==> src/rtl/ula_pkg.sv <==
// Shared definitions for the ula_multdiv multiply/divide unit.
//   - Funct codes as seen on the bus (MIPS-style encodings)
//   - ULAopcode: compact internal operation code derived from Funct
//   - FSM state type, also exported as a debug port by the top
//   - Funct decode helpers
package ula_pkg;

  localparam logic [5:0] FUNCT_MULT  = 6'b011000;
  localparam logic [5:0] FUNCT_MULTU = 6'b011001;
  localparam logic [5:0] FUNCT_DIV   = 6'b011010;
  localparam logic [5:0] FUNCT_DIVU  = 6'b011011;
  localparam logic [5:0] FUNCT_MFHI  = 6'b010000;
  localparam logic [5:0] FUNCT_MFLO  = 6'b010010;

  // Internal opcode: bit1 selects divide, bit0 selects signed.
  localparam logic [1:0] ULAOP_MULTU = 2'b00;
  localparam logic [1:0] ULAOP_MULT  = 2'b01;
  localparam logic [1:0] ULAOP_DIVU  = 2'b10;
  localparam logic [1:0] ULAOP_DIV   = 2'b11;

  typedef enum logic [1:0] {
    ST_IDLE = 2'd0,
    ST_MULT = 2'd1,
    ST_DIV  = 2'd2,
    ST_DONE = 2'd3
  } state_t;

  // True for the four Funct codes that start an iterative operation.
  function automatic logic funct_valid(input logic [5:0] f);
    return (f == FUNCT_MULT) || (f == FUNCT_MULTU) ||
           (f == FUNCT_DIV)  || (f == FUNCT_DIVU);
  endfunction

  // Maps Funct to ULAopcode; non-operation codes map to MULTU and are
  // filtered out by funct_valid.
  function automatic logic [1:0] funct_to_op(input logic [5:0] f);
    logic [1:0] op;
    op = ULAOP_MULTU;
    case (f)
      FUNCT_MULT: op = ULAOP_MULT;
      FUNCT_DIV:  op = ULAOP_DIV;
      FUNCT_DIVU: op = ULAOP_DIVU;
      default:    op = ULAOP_MULTU;
    endcase
    return op;
  endfunction

endpackage

==> src/rtl/ula_multdiv_if.sv <==
// Bus interface of the ula_multdiv unit.
// Handshake: the master raises start together with Funct/A/B; the request
// is accepted on a rising edge only while the unit is idle (busy=0 and
// done=0), otherwise it is silently dropped. There is no backpressure
// beyond that: completion is signalled by a single-cycle done pulse, and
// HI/LO/div_zero are valid in that cycle (HI/LO hold afterwards).
//   master: drives start, Funct, A, B; observes busy, done, div_zero,
//           HI, LO, Resultado
//   slave : the unit itself
interface ula_multdiv_if #(
  parameter int WIDTH = 32
);
  logic             start;
  logic [5:0]       Funct;
  logic [WIDTH-1:0] A;
  logic [WIDTH-1:0] B;
  logic             busy;
  logic             done;
  logic             div_zero;
  logic [WIDTH-1:0] HI;
  logic [WIDTH-1:0] LO;
  logic [WIDTH-1:0] Resultado;

  modport master (
    output start, Funct, A, B,
    input  busy, done, div_zero, HI, LO, Resultado
  );

  modport slave (
    input  start, Funct, A, B,
    output busy, done, div_zero, HI, LO, Resultado
  );
endinterface

==> src/rtl/ula_passo_div.sv <==
// One combinational step of restoring division.
//   rem      : current partial remainder (always < divisor)
//   bit_in   : next dividend bit shifted into the remainder
//   divisor  : divisor magnitude
//   rem_next : partial remainder after this step
//   q_bit    : quotient bit produced by this step
module ula_passo_div #(
  parameter int WIDTH = 32
) (
  input  logic [WIDTH-1:0] rem,
  input  logic             bit_in,
  input  logic [WIDTH-1:0] divisor,
  output logic [WIDTH-1:0] rem_next,
  output logic             q_bit
);
  logic [WIDTH:0]   partial;
  logic [WIDTH-1:0] diff;

  // Since rem < divisor, partial < 2*divisor, so a successful subtraction
  // always fits in WIDTH bits.
  assign partial  = {rem, bit_in};
  assign q_bit    = (partial >= {1'b0, divisor});
  assign diff     = partial[WIDTH-1:0] - divisor;
  assign rem_next = q_bit ? diff : partial[WIDTH-1:0];
endmodule

==> src/rtl/ula_multdiv.sv <==
// Iterative multiply/divide unit with HI/LO result registers.
// Shift-add multiply and restoring divide, one bit per cycle, WIDTH cycles.
// Divide by zero finishes after one busy cycle with HI=A, LO=all ones.
// Optional feature macro: ULA_SIGNED_EN -- when defined MULT/DIV are
// signed (magnitudes iterated, sign fixed on the edge entering DONE);
// when undefined MULT/DIV are identical to MULTU/DIVU.
// Ports:
//   clk       : clock, rising edge
//   reset     : synchronous active-high reset
//   bus       : ula_multdiv_if slave (start/Funct/A/B in, busy/done/
//               div_zero/HI/LO/Resultado out)
//   dbg_state : current FSM state
module ula_multdiv
  import ula_pkg::*;
#(
  parameter int WIDTH = 32
) (
  input  logic         clk,
  input  logic         reset,
  ula_multdiv_if.slave bus,
  output state_t       dbg_state
);
  localparam int CW = $clog2(WIDTH + 1);

  state_t           state;
  logic             busy_q, done_q, dz_q;
  logic [WIDTH-1:0] hi_q, lo_q;
  // work_hi: partial product high half / partial remainder
  // work_lo: multiplier shifting out / dividend shifting out, quotient in
  logic [WIDTH-1:0] work_hi, work_lo, operand_b, a_raw;
  logic [CW-1:0]    cnt;

  logic [1:0]       req_op;
  logic             req_valid, req_div;
  logic [WIDTH-1:0] a_in, b_in;

  assign req_op    = funct_to_op(bus.Funct);
  assign req_valid = funct_valid(bus.Funct);
  assign req_div   = (req_op == ULAOP_DIV) || (req_op == ULAOP_DIVU);

`ifdef ULA_SIGNED_EN
  logic req_signed, neg_q, neg_rem_q;
  assign req_signed = (req_op == ULAOP_MULT) || (req_op == ULAOP_DIV);
  assign a_in = (req_signed && bus.A[WIDTH-1]) ? -bus.A : bus.A;
  assign b_in = (req_signed && bus.B[WIDTH-1]) ? -bus.B : bus.B;
`else
  assign a_in = bus.A;
  assign b_in = bus.B;
`endif

  // Multiply step: add multiplicand into the high half when the current
  // multiplier bit is set, then shift the whole product right by one.
  logic [WIDTH:0]   mul_sum;
  logic [WIDTH-1:0] mul_hi_n, mul_lo_n;
  assign mul_sum  = {1'b0, work_hi} + {1'b0, (work_lo[0] ? operand_b : '0)};
  assign mul_hi_n = mul_sum[WIDTH:1];
  assign mul_lo_n = {mul_sum[0], work_lo[WIDTH-1:1]};

  logic [WIDTH-1:0] div_rem_n, div_lo_n;
  logic             div_q;
  ula_passo_div #(.WIDTH(WIDTH)) u_passo (
    .rem      (work_hi),
    .bit_in   (work_lo[WIDTH-1]),
    .divisor  (operand_b),
    .rem_next (div_rem_n),
    .q_bit    (div_q)
  );
  assign div_lo_n = {work_lo[WIDTH-2:0], div_q};

  // Final results written on the last iteration edge.
  logic [WIDTH-1:0] fin_mul_hi, fin_mul_lo, fin_div_hi, fin_div_lo;
`ifdef ULA_SIGNED_EN
  logic [2*WIDTH-1:0] prod_mag, prod_fix;
  always_comb begin
    prod_mag   = {mul_hi_n, mul_lo_n};
    prod_fix   = neg_q ? -prod_mag : prod_mag;
    fin_mul_hi = prod_fix[2*WIDTH-1:WIDTH];
    fin_mul_lo = prod_fix[WIDTH-1:0];
    fin_div_lo = neg_q ? -div_lo_n : div_lo_n;
    // Remainder takes the sign of the dividend.
    fin_div_hi = neg_rem_q ? -div_rem_n : div_rem_n;
  end
`else
  assign fin_mul_hi = mul_hi_n;
  assign fin_mul_lo = mul_lo_n;
  assign fin_div_hi = div_rem_n;
  assign fin_div_lo = div_lo_n;
`endif

  logic last_step;
  assign last_step = (cnt == CW'(WIDTH - 1));

  always_ff @(posedge clk) begin
    if (reset) begin
      state     <= ST_IDLE;
      busy_q    <= 1'b0;
      done_q    <= 1'b0;
      dz_q      <= 1'b0;
      hi_q      <= '0;
      lo_q      <= '0;
      work_hi   <= '0;
      work_lo   <= '0;
      operand_b <= '0;
      a_raw     <= '0;
      cnt       <= '0;
`ifdef ULA_SIGNED_EN
      neg_q     <= 1'b0;
      neg_rem_q <= 1'b0;
`endif
    end else begin
      case (state)
        ST_IDLE: begin
          done_q <= 1'b0;
          dz_q   <= 1'b0;
          if (bus.start && req_valid) begin
            state     <= req_div ? ST_DIV : ST_MULT;
            busy_q    <= 1'b1;
            cnt       <= '0;
            work_hi   <= '0;
            work_lo   <= a_in;
            operand_b <= b_in;
            a_raw     <= bus.A;
`ifdef ULA_SIGNED_EN
            neg_q     <= req_signed && (bus.A[WIDTH-1] ^ bus.B[WIDTH-1]);
            neg_rem_q <= req_signed && bus.A[WIDTH-1];
`endif
          end
        end
        ST_MULT: begin
          if (last_step) begin
            state  <= ST_DONE;
            busy_q <= 1'b0;
            done_q <= 1'b1;
            hi_q   <= fin_mul_hi;
            lo_q   <= fin_mul_lo;
            cnt    <= '0;
          end else begin
            work_hi <= mul_hi_n;
            work_lo <= mul_lo_n;
            cnt     <= cnt + 1'b1;
          end
        end
        ST_DIV: begin
          if (operand_b == '0) begin
            state  <= ST_DONE;
            busy_q <= 1'b0;
            done_q <= 1'b1;
            dz_q   <= 1'b1;
            hi_q   <= a_raw;
            lo_q   <= '1;
            cnt    <= '0;
          end else if (last_step) begin
            state  <= ST_DONE;
            busy_q <= 1'b0;
            done_q <= 1'b1;
            hi_q   <= fin_div_hi;
            lo_q   <= fin_div_lo;
            cnt    <= '0;
          end else begin
            work_hi <= div_rem_n;
            work_lo <= div_lo_n;
            cnt     <= cnt + 1'b1;
          end
        end
        ST_DONE: begin
          state  <= ST_IDLE;
          done_q <= 1'b0;
          dz_q   <= 1'b0;
        end
        default: state <= ST_IDLE;
      endcase
    end
  end

  always_comb begin
    bus.Resultado = '0;
    if (bus.Funct == FUNCT_MFHI)      bus.Resultado = hi_q;
    else if (bus.Funct == FUNCT_MFLO) bus.Resultado = lo_q;
  end

  assign bus.busy     = busy_q;
  assign bus.done     = done_q;
  assign bus.div_zero = dz_q;
  assign bus.HI       = hi_q;
  assign bus.LO       = lo_q;
  assign dbg_state    = state;
endmodule

==> src/flat_wrapper.sv <==
// flat-port wrapper written by rule: the top's interface ports become plain ports
module ula_multdiv_flat import ula_pkg::*;
#(
  parameter int WIDTH = 32
)
  (clk, reset, dbg_state, bus_start, bus_Funct, bus_A, bus_B, bus_busy, bus_done, bus_div_zero, bus_HI, bus_LO, bus_Resultado);
  ula_multdiv_if #(.WIDTH(WIDTH)) bus_i ();
  input  logic clk;
  input  logic reset;
  output state_t dbg_state;
  input wire logic [$bits(bus_i.start)-1:0] bus_start;
  input wire logic [$bits(bus_i.Funct)-1:0] bus_Funct;
  input wire logic [$bits(bus_i.A)-1:0] bus_A;
  input wire logic [$bits(bus_i.B)-1:0] bus_B;
  output wire logic [$bits(bus_i.busy)-1:0] bus_busy;
  output wire logic [$bits(bus_i.done)-1:0] bus_done;
  output wire logic [$bits(bus_i.div_zero)-1:0] bus_div_zero;
  output wire logic [$bits(bus_i.HI)-1:0] bus_HI;
  output wire logic [$bits(bus_i.LO)-1:0] bus_LO;
  output wire logic [$bits(bus_i.Resultado)-1:0] bus_Resultado;
  assign bus_i.start = bus_start;
  assign bus_i.Funct = bus_Funct;
  assign bus_i.A = bus_A;
  assign bus_i.B = bus_B;
  assign bus_busy = bus_i.busy;
  assign bus_done = bus_i.done;
  assign bus_div_zero = bus_i.div_zero;
  assign bus_HI = bus_i.HI;
  assign bus_LO = bus_i.LO;
  assign bus_Resultado = bus_i.Resultado;
  ula_multdiv #(.WIDTH(WIDTH)) u_core (.clk(clk), .reset(reset), .bus(bus_i), .dbg_state(dbg_state));
endmodule
==> config.mk <==
export PLATFORM = sky130hd
export DESIGN_NAME = ula_multdiv_flat
export DESIGN_NICKNAME = d
export VERILOG_FILES = /design/src/rtl/ula_pkg.sv /design/src/rtl/ula_multdiv_if.sv /design/src/rtl/ula_passo_div.sv /design/src/rtl/ula_multdiv.sv /design/src/flat_wrapper.sv
export SDC_FILE = /design/constraint.sdc
export NUM_CORES = 1
export LEC_CHECK = 0
export CORE_UTILIZATION = 39
export CTS_BUF_LIST = sky130_fd_sc_hd__clkbuf_2
export DETAILED_ROUTE_END_ITERATION = 10
export PLACE_DENSITY = 0.57
export SLEW_MARGIN = 20
export SYNTH_ARGS = -nofsm -noshare
export SYNTH_HDL_FRONTEND = slang
export SYNTH_SLANG_ARGS = --single-unit
==> constraint.sdc <==
create_clock -name clk -period 3.55 [get_ports clk]
set_input_delay 0.71 -clock clk [delete_from_list [all_inputs] [get_ports clk]]
set_output_delay 0.71 -clock clk [all_outputs]
set_load 0.005 [all_outputs]
==> impl_metrics.toml <==
[synthesis]
yosys_warnings = 0
syn_avg_cell_area_um2 = 7.44
synth_largest_area_cell = "dfxtp_1"
yosysUniqueCellTypes = 83
yosysSeqAreaShare_pct = 29.7
synthCells = 1840
ys.flop_type = "dfxtp_1"
synthArstFlopShare_pct = 0
synth.cell_area_um2 = 13700
yosys.area.top_type_share_pct = 29.7
synthTopCellsByArea = "dfxtp_1, a21oi_1, nand2_1, ha_1, nor2_1"
synth-seq-cells = 203
synth.net_count = 1984
synth-edff-count = 0

[sta]
setup_viol = 0
worst_slew_pin_slew_ns = 0.821
slew_headroom_pct = 45.0
fin_crit_sh_pct = 96.8
tns_ns = 0
max_freq_mhz = 291
rsz0062_at_grt = "no"
maxSlewViolCount = 0
min_period_ns = 3.44
hold_viol_final = 0
finClkSkew_ns = 0.105

[grt]
antenna_found_initial = 3
grt_pass1_vias = 14000
track_usage_pct = 29.2
grt_pass1_wl_um = 80800
grt_max_degree = 97
overflow = 0

[cells_and_area]
drive_above_1_share_pct = 12.5
final_common_cell = "nand2_1"
area_delta_synth_final_pct = 24.7
nFillCells = 3523
fin_nets = 2204
layout_common_cells = "nand2_1, a21oi_1, dfxtp_1"

[critical_path]
path_cells = "inv_1 -> ha_1 -> a21o_1 -> a21oi_1 -> a211oi_1 -> o2111a_1 -> o31ai_4 -> nand2_4 -> buf_4 -> mux2_1 -> nor2_1 -> o32ai_1"
cp-start-kind = "flop"
critical_path_class = "reg -> reg"
crit_path_max_fanout = 7
crit_required_ns = 4.40
crit_family = "compound AO/OA/AOI/OAI gates"
cp_slowest_cell = "o31ai_4"
cp_data_arrival_time_ns = 4.29
worst-path-buf-inv = 2
end_kind = "flop"
critPathMaxStageDelay_ns = 0.44

[flow_run]
maxCapViolCount = 0

[pwr]
ir_worst_vdd_v = 0.000605
power.total_mw = 10.5
p_leak_nw = 6.61
power_density_nw_per_um2 = 616

[routing]
drtIter0Drc = 1316
firstDrtPassIters = 6
wl_per_cell_um = 21.0
routed_wirelength_um = 53800
num_vias = 14800
drc_errors = 0
ant_nets = 0
vias_per_cell = 5.78

[status]
outcome = "finished, final reports clean"

[placement]
dpl.hpwl_um = 39800
gp_congestion = 0.990
io_buffers = 173

[floorplanning]
rows = 68
core_area_um2 = 34500
die_w_um = 189
ios = 174
fp.dieH_um = 189
die_area_um2 = 35900
start_util_pct = 39.6

[clock_network]
cts_buffer_depth = 3
clkLatencyLatePin_ns = 1.05
cts-htree-levels = 2
cts_root_buf = "clkbuf_2"
clock_sinks = 203
cts_buffers = 57
cts_tree = "done"
clk_pin_slew_ns = 0.11

[worst_hold_path]
hold_class = "in -> reg"
-- per-layer routing --
metal	share of wire (%)	vias up	track usage, %
li1	-	7124	-
met1	43	7032	36.5
met2	47	549	48.7
met3	6.3	113	5.73
met4	3.8	0	12.6
met5	0	-	0
-- per-stage QoR --
stage / std cells / setup slack, ns / cell area [um^2] / hold WS, ns / util [%]
3_5_place_dp: 2451 / -0.0947 / 16400 / 0.448 / 47.5
2_1_floorplan: 1840 / 0.299 / 13700 / 0.433 / -
4_1_cts: 2555 / 0.0691 / 17000 / 0.108 / 49.1
5_1_grt: 2562 / 0.00209 / 17100 / 0.123 / 49.4
3_3_place_gp: 2451 / -0.0751 / 16400 / 0.443 / 47.5
6_report: 2562 / 0.113 / 17100 / 0.147 / 49.4
-- cell usage after synthesis, drive strengths merged (8+ instances only) --
library cell,number
nand2,261
a21oi,220
dfxtp,203
nor2,190
clkbuf,108
o21ai,76
ha,69
a22oi,58
inv,57
mux2i,48
a211oi,44
and2,40
or3,38
o211ai,37
nand3,36
xnor2,32
a21o,26
nor3,25
buf,22
xor2,21
a31oi,17
nand4,17
o21a,14
mux2,13
o21bai,12
nor4,11
nor2b,10
a221oi,9
or2,8
-- flip-flops by register name (all words and copies together), names as in the netlist --
name,cells
u_core.a_raw,32
u_core.bus.HI,32
u_core.bus.LO,32
u_core.operand_b,32
u_core.work_hi,32
u_core.work_lo,32
u_core.cnt,6
u_core.dbg_state,2
u_core.bus.busy,1
u_core.bus.div_zero,1
u_core.bus.done,1
-- final timing paths --
check | startpoint | endpoint | slack [ns] | depth (start not counted)
min reg2reg | u_core.a_raw[21] | u_core.a_raw[21] | 0.46 | 2
max reg2reg | u_core.operand_b[3] | u_core.bus.HI[12] | 0.11 | 12
min | reset | u_core.bus.busy | 0.15 | 2
max | u_core.operand_b[3] | u_core.bus.HI[12] | 0.11 | 12
-- power by group --
part / total, mW / switching [mW] / internal, mW
Sequential: 3.03 / 0.411 / 2.62
Clock: 1.83 / 1.10 / 0.727
Combinational: 5.65 / 3.60 / 2.05
Total: 10.5 / 5.12 / 5.39
-- logic make-up after synthesis --
| group | after synthesis | share of synthesized area, % |
|---|---|---|
| and+or+nand+nor | 665 | 22.0 |
| buffers and inverters | 187 | 5.33 |
| xor gates and xnor gates | 53 | 3.39 |
| DFF | 203 | 29.7 |
| adders and majority gates | 71 | 6.60 |
| AOI/OAI and AO/OA | 600 | 28.4 |
| muxes | 61 | 4.58 |
-- worst register-to-register path, stage by stage (launching register included) --
cell,delay [ns]
dfxtp_1,0.41
inv_1,0.06
ha_1,0.34
a21o_1,0.20
a21oi_1,0.27
a211oi_1,0.20
o2111a_1,0.36
o31ai_4,0.44
nand2_4,0.20
buf_4,0.20
mux2_1,0.33
nor2_1,0.13
o32ai_1,0.10
-- final cells by class --
cell class                 count  area (um^2)  share of cell area, %
clock inverter                16         96.3                  0.564
sequential                   203         4070                   23.8
multi-input combinational   1452         9030                   52.9
antenna                        3         7.51                 0.0440
clock buffer                  87          435                   2.55
tap                          455          569                   3.33
timing repair buffer         289         2650                   15.5
inverter                      57          214                   1.25
-- what timing repair did --
action / CTS / global route
setup endpoints to repair: 1 / 38
gates cloned: 1 / 1
pin swaps: 1 / 8
hold buffers: 0 / 0
setup buffers: 0 / 3
gates resized for setup: 0 / 16
endpoints found under the hold margin: 0 / 0
Power figures use the tool's default switching activity.
